==> config.mk <==
export PLATFORM = sky130hd
export DESIGN_NAME = stream_rr_arbiter
export DESIGN_NICKNAME = d
export VERILOG_FILES = /design/src/rtl/stream_pkg.sv /design/src/rtl/rr_pick.sv /design/src/rtl/stream_rr_arbiter.sv
export SDC_FILE = /design/constraint.sdc
export NUM_CORES = 1
export LEC_CHECK = 0
export ABC_CLOCK_PERIOD_IN_PS = 1600
export BUFFER_PORTS_ARGS = -buffer_cell sky130_fd_sc_hd__buf_2
export CORE_MARGIN = 2
export CORE_UTILIZATION = 41
export CTS_CLUSTER_DIAMETER = 40
export DETAILED_ROUTE_END_ITERATION = 12
export PLACE_DENSITY = 0.85
export RECOVER_POWER = 100
export SYNTH_ARGS = -nofsm -noshare
export SYNTH_HDL_FRONTEND = slang
export SYNTH_SLANG_ARGS = --single-unit
==> constraint.sdc <==
create_clock -name clk_i -period 1.6 [get_ports clk_i]
set_input_delay 0.08 -clock clk_i [delete_from_list [all_inputs] [get_ports clk_i]]
set_output_delay 0.08 -clock clk_i [all_outputs]
set_load 0.05 [all_outputs]
==> src/rtl/stream_pkg.sv <==
// Shared types and width helpers for the stream blocks (arbiter, shift_stream).
package stream_pkg;

    // Arbiter FSM: waiting for a request, or serving one requester's burst.
    typedef enum logic {
        IDLE  = 1'b0,
        GRANT = 1'b1
    } arb_state_t;

    // Bus width in bytes -> bus width in bits.
    function automatic int unsigned full_data_width(input int unsigned bus_bytes);
        return 8 * bus_bytes;
    endfunction

endpackage

==> src/rtl/rr_pick.sv <==
// Round-robin pick: lowest requesting index strictly after i_last, wrapping.
module rr_pick #(
    parameter int unsigned N_REQ = 3,
    localparam int unsigned IDX_W = $clog2(N_REQ)
) (
    input  logic [N_REQ-1:0] i_req,
    input  logic [IDX_W-1:0] i_last,
    output logic             o_valid,
    output logic [IDX_W-1:0] o_index
);

    // Scan from lowest to highest priority so the highest-priority hit is written last.
    always_comb begin
        logic [IDX_W-1:0] w_cand;
        o_valid = |i_req;
        o_index = '0;
        w_cand  = '0;
        for (int unsigned i = N_REQ; i >= 1; i--) begin
            w_cand = IDX_W'((32'(i_last) + i) % N_REQ);
            if (i_req[w_cand]) begin
                o_index = w_cand;
            end
        end
    end

endmodule

==> src/rtl/stream_rr_arbiter.sv <==
// Round-robin burst arbiter merging N_REQ valid/ready streams into one registered output.
module stream_rr_arbiter
    import stream_pkg::*;
#(
    parameter int unsigned N_REQ          = 3,
    parameter int unsigned DATA_BUS_WIDTH = 4,
    parameter int unsigned MAX_BURST      = 4,
    localparam int unsigned FULL_DATA_WIDTH = full_data_width(DATA_BUS_WIDTH),
    localparam int unsigned ID_W            = $clog2(N_REQ)
) (
    input  logic                             clk_i,
    input  logic                             areset_ni,
    input  logic [N_REQ-1:0]                 tvalid_i,
    output logic [N_REQ-1:0]                 tready_o,
    input  logic [N_REQ*FULL_DATA_WIDTH-1:0] tdata_i,
    output logic                             tvalid_o,
    input  logic                             tready_i,
    output logic [FULL_DATA_WIDTH-1:0]       tdata_o,
    output logic [ID_W-1:0]                  tid_o
);

    localparam int unsigned CNT_W = $clog2(MAX_BURST + 1);

    arb_state_t                 r_state, w_state_nxt;
    logic [ID_W-1:0]            r_grant, w_grant_nxt;
    logic [ID_W-1:0]            r_last_grant, w_last_grant_nxt;
    logic [CNT_W-1:0]           r_count, w_count_nxt;
    logic                       r_tvalid_o;
    logic [FULL_DATA_WIDTH-1:0] r_tdata_o;
    logic [ID_W-1:0]            r_tid_o;

    logic                       w_pick_valid;
    logic [ID_W-1:0]            w_pick_idx;
    logic                       w_out_free;
    logic                       w_accept;
    logic                       w_last_beat;
    logic [FULL_DATA_WIDTH-1:0] w_slices [N_REQ];

    for (genvar k = 0; k < N_REQ; k++) begin : g_slice
        assign w_slices[k] = tdata_i[k*FULL_DATA_WIDTH +: FULL_DATA_WIDTH];
    end

    rr_pick #(
        .N_REQ (N_REQ)
    ) u_rr_pick (
        .i_req   (tvalid_i),
        .i_last  (r_last_grant),
        .o_valid (w_pick_valid),
        .o_index (w_pick_idx)
    );

    // Output slot can take a beat when empty or being emptied this cycle.
    assign w_out_free  = !r_tvalid_o || tready_i;
    assign w_accept    = (r_state == GRANT) && tvalid_i[r_grant] && w_out_free;
    assign w_last_beat = (r_count == CNT_W'(MAX_BURST - 1));

    // Only the granted requester ever sees ready.
    always_comb begin
        tready_o = '0;
        if (r_state == GRANT) begin
            tready_o[r_grant] = w_out_free;
        end
    end

    // Next-state logic: pick a requester in IDLE, count beats and end bursts in GRANT.
    always_comb begin
        w_state_nxt      = r_state;
        w_grant_nxt      = r_grant;
        w_last_grant_nxt = r_last_grant;
        w_count_nxt      = r_count;
        case (r_state)
            IDLE: begin
                if (w_pick_valid) begin
                    w_state_nxt = GRANT;
                    w_grant_nxt = w_pick_idx;
                    w_count_nxt = '0;
                end
            end
            GRANT: begin
                if (w_accept) begin
                    w_count_nxt = r_count + CNT_W'(1);
                end
                if ((w_accept && w_last_beat) || !tvalid_i[r_grant]) begin
                    w_state_nxt      = IDLE;
                    w_last_grant_nxt = r_grant;
                end
            end
            default: w_state_nxt = IDLE;
        endcase
    end

    // FSM, grant and burst-count registers.
    always_ff @(posedge clk_i or negedge areset_ni) begin
        if (!areset_ni) begin
            r_state      <= IDLE;
            r_grant      <= '0;
            r_last_grant <= ID_W'(N_REQ - 1);
            r_count      <= '0;
        end else begin
            r_state      <= w_state_nxt;
            r_grant      <= w_grant_nxt;
            r_last_grant <= w_last_grant_nxt;
            r_count      <= w_count_nxt;
        end
    end

    // Output register: load on accept, otherwise drain on downstream handshake.
    always_ff @(posedge clk_i or negedge areset_ni) begin
        if (!areset_ni) begin
            r_tvalid_o <= 1'b0;
            r_tdata_o  <= '0;
            r_tid_o    <= '0;
        end else if (w_accept) begin
            r_tvalid_o <= 1'b1;
            r_tdata_o  <= w_slices[r_grant];
            r_tid_o    <= r_grant;
        end else if (r_tvalid_o && tready_i) begin
            r_tvalid_o <= 1'b0;
        end
    end

    assign tvalid_o = r_tvalid_o;
    assign tdata_o  = r_tdata_o;
    assign tid_o    = r_tid_o;

endmodule
== Word level (Yosys, flattened, before mapping) ==
Cells that the tools add are included.
Word-level totals
  register bits: 43
  latch bits: 0
  memory bits (writable): 0
  memory bits (read-only): 0
  input bits: 102
  output and inout bits: 38
  memories kept: 0
Cells by class
  $add $sub $neg: 4
  $mul: 0
  div/mod/pow operators: 3
  $lt $le $gt $ge: 6
  equality and inequality tests: 3
  shifts and indexed selects: 0
  multiplexer cells: 25
  bitwise operators: 3
  reduce and logical (&&, ||, !) cells: 14
Operators with widths (count)
  $mod 32x2->32 const B: 3
  $bmux 32 s2: 1
  $mux 32: 2
  $lt 2x3->1 const B: 4
  $mux 1: 9
  $mux 3: 3
  $bmux 1 s2: 4
  $add 2x2->3 const B: 2
  $mux 2: 3
  $pmux 3 s2: 1
  $reduce_and 2->1: 3
  $logic_and 1x1->1: 5
  $ne 2x1->1 const B: 2
  $add 2x1->3 const B: 1
  $add 3x1->3 const B: 1
  $and 3x3->3: 1
  $eq 3x2->1 const B: 1
  $ge 3x3->1 const B: 1
  $not 2->3: 1
  $reduce_or 3->1: 1
  $demux 1 s2: 1
  $ge 2x1->1 const B: 1
  $logic_not 1->1: 2
  $logic_or 1x1->1: 2
  other kinds (3): 3

== Depth between registers and ports, before layout ==
  depth in word-level cells: 8
  depth in mapped cells: 7

== Hierarchy ==
Synthesis repeated with hierarchy kept, for this count alone.
Second synthesis, totals
  cells, all modules: 241
  area total of the unflattened synthesis: 2650.0 um2
By module, submodules not included
  stream_rr_arbiter: instances 1, cells each 221, area an instance 2499.9 um2, seq. area each 1077.3 um2
  rr_pick: instances 1, cells each 20, area an instance 150.1 um2, seq. area each 0.0 um2

== Least setup slack after synthesis ==
Ideal clock, no wire load.
  path kind: register to output
  start: register r_tvalid_o (netlist: tvalid_o)
  end: output port tready_o[2]
  arrival time: 2133 ps
  slack: -613 ps
  stages on the path, launching flop included: 4
  cells stage by stage: dfrtp_1 > nand2b_1 > nand2_1 > nor3b_1
Between the ends
  cells in the longest elaborated chain, start to end: 4
Ends and longest elaborated chain
  start: declaration: RTL line stream_rr_arbiter.sv:28  | logic r_tvalid_o;
  start signal: assignment: RTL line stream_rr_arbiter.sv:110  | r_tvalid_o <= 1'b0;
  start signal: assignment: RTL line stream_rr_arbiter.sv:114  | r_tvalid_o <= 1'b1;
  start signal: assignment: RTL line stream_rr_arbiter.sv:118  | r_tvalid_o <= 1'b0;
  $logic_not 1->1: RTL line stream_rr_arbiter.sv:53  | assign w_out_free = !r_tvalid_o || tready_i;
  $logic_or 1x1->1: RTL line stream_rr_arbiter.sv:53
  $and 3x3->3 (no line)
  $mux 3: RTL line stream_rr_arbiter.sv:60  | if (r_state == GRANT) begin
  end: declaration: RTL line stream_rr_arbiter.sv:14  | output logic [N_REQ-1:0] tready_o,
Every way passes these cells.

== Worst setup path in the final report ==
  start: register r_grant[1]
  end: register r_tdata_o[1] (netlist: tdata_o[1])
Between the ends
  cells in the longest elaborated chain, start to end: 4
  elaborated cells on any way between the ends: 8
  those cells by class: 5 x mux; 1 x bitwise; 2 x reduce/logical
Ends and longest elaborated chain
  start: declaration: RTL line stream_rr_arbiter.sv:25  | logic [ID_W-1:0] r_grant, w_grant_nxt;
  start signal: assignment: RTL line stream_rr_arbiter.sv:101  | r_grant <= w_grant_nxt;
  $not 2->3 (not written as such) / $bmux 1 s2 (equally long branches): RTL line stream_rr_arbiter.sv:115, stream_rr_arbiter.sv:54
  $bmux 32 s2 / $mux 1 (equally long branches): RTL line stream_rr_arbiter.sv:115, stream_rr_arbiter.sv:54
  $mux 32 (not written as such) / $logic_and 1x1->1 (equally long branches) (2 in series): RTL line stream_rr_arbiter.sv:115, stream_rr_arbiter.sv:54
  end signal: assignment: RTL line stream_rr_arbiter.sv:115  | r_tdata_o <= w_slices[r_grant];
  end: declaration: RTL line stream_rr_arbiter.sv:29  | logic [FULL_DATA_WIDTH-1:0] r_tdata_o;
Parallel ways exist; a longest one is shown, timed or not. The select of a mux whose other input is x is not followed.
A chain may end at the register's enable or synchronous reset.

==> out/metrics.cfg <==
[sta]
layout_setup_ws_ns = 0.0277
rsz0062_at_grt = yes
worst-slew-pin-transition_ns = 0.636
setup_tns_ns = 0
final_hold_viol_count = 0
maxClockFrequency_mhz = 636
finalCriticalPeriod_ns = 1.57
finalMaxSlewViolations = 0
hold-worst-slack_ns = 0.0837
setup_viol = 0
fin_worst_skew_ns = 0.00238
layout_worst_path_cycle_share = 0.983
relative_slew_slack = 0.578

[floorplan]
boundaryPins = 140
rows = 29
die_width_um = 85.0
die_height_um = 85.0
design.core.area_sq_mm = 0.00635
die-area_sq_mm = 0.00723
initial_utilization = 0.424

[yosys]
synthMostInstantiatedCell = sky130_fd_sc_hd__dfrtp_1
ys_warn_count = 0
netlist_instances = 254
synth_cell_types = 33
synth_enable_flop_cells = 0
ys_seq_area_frac = 0.400
dominantRegCellSynth = sky130_fd_sc_hd__dfrtp_1
synthDominantCellAreaShare = 0.390
ys_seq_elements = 43
synth_area_leader_cell = sky130_fd_sc_hd__dfrtp_1
largest_cells_by_area_after_synthesis = sky130_fd_sc_hd__dfrtp_1 (39%), sky130_fd_sc_hd__mux2_4 (15%), sky130_fd_sc_hd__mux2i_1 (14%)
syn_area_sq_mm = 0.00269
synthArstFlopShare = 1.00
synth_area_per_cell_sq_um = 10.6
synth.top_cells.by_count = sky130_fd_sc_hd__dfrtp_1 (42), sky130_fd_sc_hd__nand2_1 (41), sky130_fd_sc_hd__o21ai_0 (38)
syn_nets = 362

[placement]
buffer_ports.inserted = 139
preCtsSetupSlack_ns = 0.0122
dpl.hpwl_um = 5150
routabilityCongestion = 0.854

[outcome]
run_status = complete, no violations

[drt]
detail-route-antenna-nets = 0
post_drt_wl_per_cell_um = 14.5
routed_wl_um = 6990
drt_iter0_drc = 87
firstDrtPassIters = 4
via_density = 5.06
drc = 0
vias = 2434

[global_route]
grt_pass1_vias = 2486
track_usage = 0.193
grt_start_max_net_pins = 25
grt_antenna_before_repair = 0
grt_first_pass_wirelength_um = 11400
global_route.overflow_total = 0

[pwr]
cell_internal_pwr_mw = 4.37
pwr_density_cell_mw_per_mm2 = 2260
p_comb_frac = 0.687
switching_power_mw = 4.23
seqPwrFrac = 0.235
power.static_leakage_nw = 1.88
netSwitchingFraction = 0.492
p_clk_frac = 0.078
ir_drop_v = 0.00119

[worst_setup_path]
timing.reg2reg.setup_slack_ns = 0.03
worstSetupEndpoint = tdata_o[1]
required_ns = 1.78
worstSetupEndpointType = flop
timing.reg2reg.worst_path_depth = 5
critPathMaxFanout = 18
cpPeakStageDelay_ns = 0.43
worst_ep_arrival_time_ns = 1.75
reg2reg_from = r_grant[1]
critical_path.startpoint = r_grant[1]
critical_path.n_buffers_inverters = 1
timing.critical_path.depth = 5
nature_of_the_critical_path_startpoint = flop
critical_path.cell_chain = mux2i_2, o21ai_4, nand3_4, buf_12, mux2_2
regToRegEndpoint = tdata_o[1]
timing.critical_path.max_delay_family = multiplexers
cpMaxStageDelayCell = sky130_fd_sc_hd__dfrtp_2
timing_worst_setup_path_type = reg -> reg

[clocking]
cts_buffer_depth = 2
cts_inserted_buffers = 5
clk_root_buffer_cell = sky130_fd_sc_hd__clkbuf_8
clk_latency_ns = 0.29
htree_levels = 2
numClockSinks = 43
clk_transition_reported_paths_ns = 0.08
tritoncts = built

[layout]
area_growth_syn_to_layout_pct = 41.4
final_layout_size_suffix_gt1_frac = 0.470
num-fill-cells = 551
insertedDiodeCount = 0
layout.nets = 511
final_standard_cell_utilization_of_the_core = 0.600

[worst_hold_path]
min-delay-path-class = in -> reg

[flow_run]
maxCapViolations = 0

[registers in the layout, indices dropped and copies added, names as in the netlist]
signal	cells
r_state	1
tdata_o	32
tid_o	2
r_grant	2
tvalid_o	1
r_count	3
r_last_grant	2
[cell type report]
class	count	area (sq um)	area share
Multi-Input combinational cell	187	1610	0.422
Sequential cell	43	1080	0.284
Timing Repair Buffer	159	910	0.239
Tap cell	77	96.3	0.0253
Clock buffer	6	72.6	0.0191
Inverter	7	26.3	0.00690
Clock inverter	2	12.5	0.00329
[worst min-delay path by stage]
| stage | depth (start not counted) | startpoint | end | slack [ns] |
|---|---|---|---|---|
| after floorplan | 0 | areset_ni | r_count[0] | -0.22 |
| after global placement | 1 | areset_ni | tdata_o[24] | 0.06 |
| after detailed placement | 1 | areset_ni | tdata_o[24] | 0.07 |
| after CTS | 3 | tvalid_i[2] | r_grant[1] | 0.06 |
| after global routing | 3 | tvalid_i[2] | r_grant[1] | 0.09 |
| final | 3 | tvalid_i[2] | r_grant[1] | 0.08 |
[layout by cell type, fill, tap and decap left out, types with 2 or more instances in the layout]
master / instances
sky130_fd_sc_hd__ha_1: 3
sky130_fd_sc_hd__nor3_1: 2
sky130_fd_sc_hd__nand2b_1: 2
sky130_fd_sc_hd__mux2_2: 6
sky130_fd_sc_hd__o21ai_0: 38
sky130_fd_sc_hd__clkbuf_8: 5
sky130_fd_sc_hd__buf_12: 5
sky130_fd_sc_hd__o211ai_1: 2
sky130_fd_sc_hd__nand3b_1: 2
sky130_fd_sc_hd__dfrtp_2: 4
sky130_fd_sc_hd__nor2b_4: 2
sky130_fd_sc_hd__nand3_1: 4
sky130_fd_sc_hd__mux2_4: 27
sky130_fd_sc_hd__buf_4: 12
sky130_fd_sc_hd__inv_1: 6
sky130_fd_sc_hd__nand2_1: 40
sky130_fd_sc_hd__buf_2: 102
sky130_fd_sc_hd__mux2i_1: 36
sky130_fd_sc_hd__dfrtp_1: 38
sky130_fd_sc_hd__clkbuf_1: 35
sky130_fd_sc_hd__ha_4: 2
[repair_timing]
item / CTS / global route
pin swaps: 2 / 5
cloned: 1 / 0
setup endpoints to repair: 5 / 38
gates resized for setup: 12 / 16
hold buffers: 1 / 0
buffers inserted: 2 / 3
endpoints found under the hold margin: 20 / 0
[worst reg2reg max path: stages (launching register included)]
cell                      delay (ns)
sky130_fd_sc_hd__dfrtp_2        0.43
sky130_fd_sc_hd__mux2i_2        0.30
sky130_fd_sc_hd__o21ai_4        0.09
sky130_fd_sc_hd__nand3_4        0.12
sky130_fd_sc_hd__buf_12         0.18
sky130_fd_sc_hd__mux2_2         0.35
[kinds of logic after synthesis]
kind of cell,synth area share
buffers and inverters,0.0446
adder cells (fa/ha/maj),0.0279
multiplexers,0.318
AND/OR/NAND/NOR,0.110
flip-flops,0.400
AO/OA/AOI/OAI,0.0994
[through the flow]
stage,std cells,cell area [sq um],power [mW]
finish,481,3810,8.60
global route,481,3810,9.13
CTS,478,3760,8.49
detailed placement,466,3570,7.51
global placement,466,3570,7.35
floorplan,254,2720,6.16
[power groups by stage]
stage	clock [mW]	sequential [mW]	combinational [mW]
final	0.667	2.02	5.91
after global routing	0.731	2.11	6.29
after CTS	0.690	2.00	5.80
after detailed placement	0	2.00	5.51
after global placement	0	1.99	5.36
after floorplan	0	3.43	2.73
[routing by layer]
| metal | up-vias | track usage | share of wire |
|---|---|---|---|
| met3 | 7 | 0.0350 | 0.051 |
| met1 | 1162 | 0.229 | 0.40 |
| met5 | - | 0 | 0 |
| met4 | 0 | 0.0361 | 0.0090 |
| li1 | 1185 | - | - |
| met2 | 80 | 0.366 | 0.54 |
No activity file was read; power rests on OpenSTA's default activity.
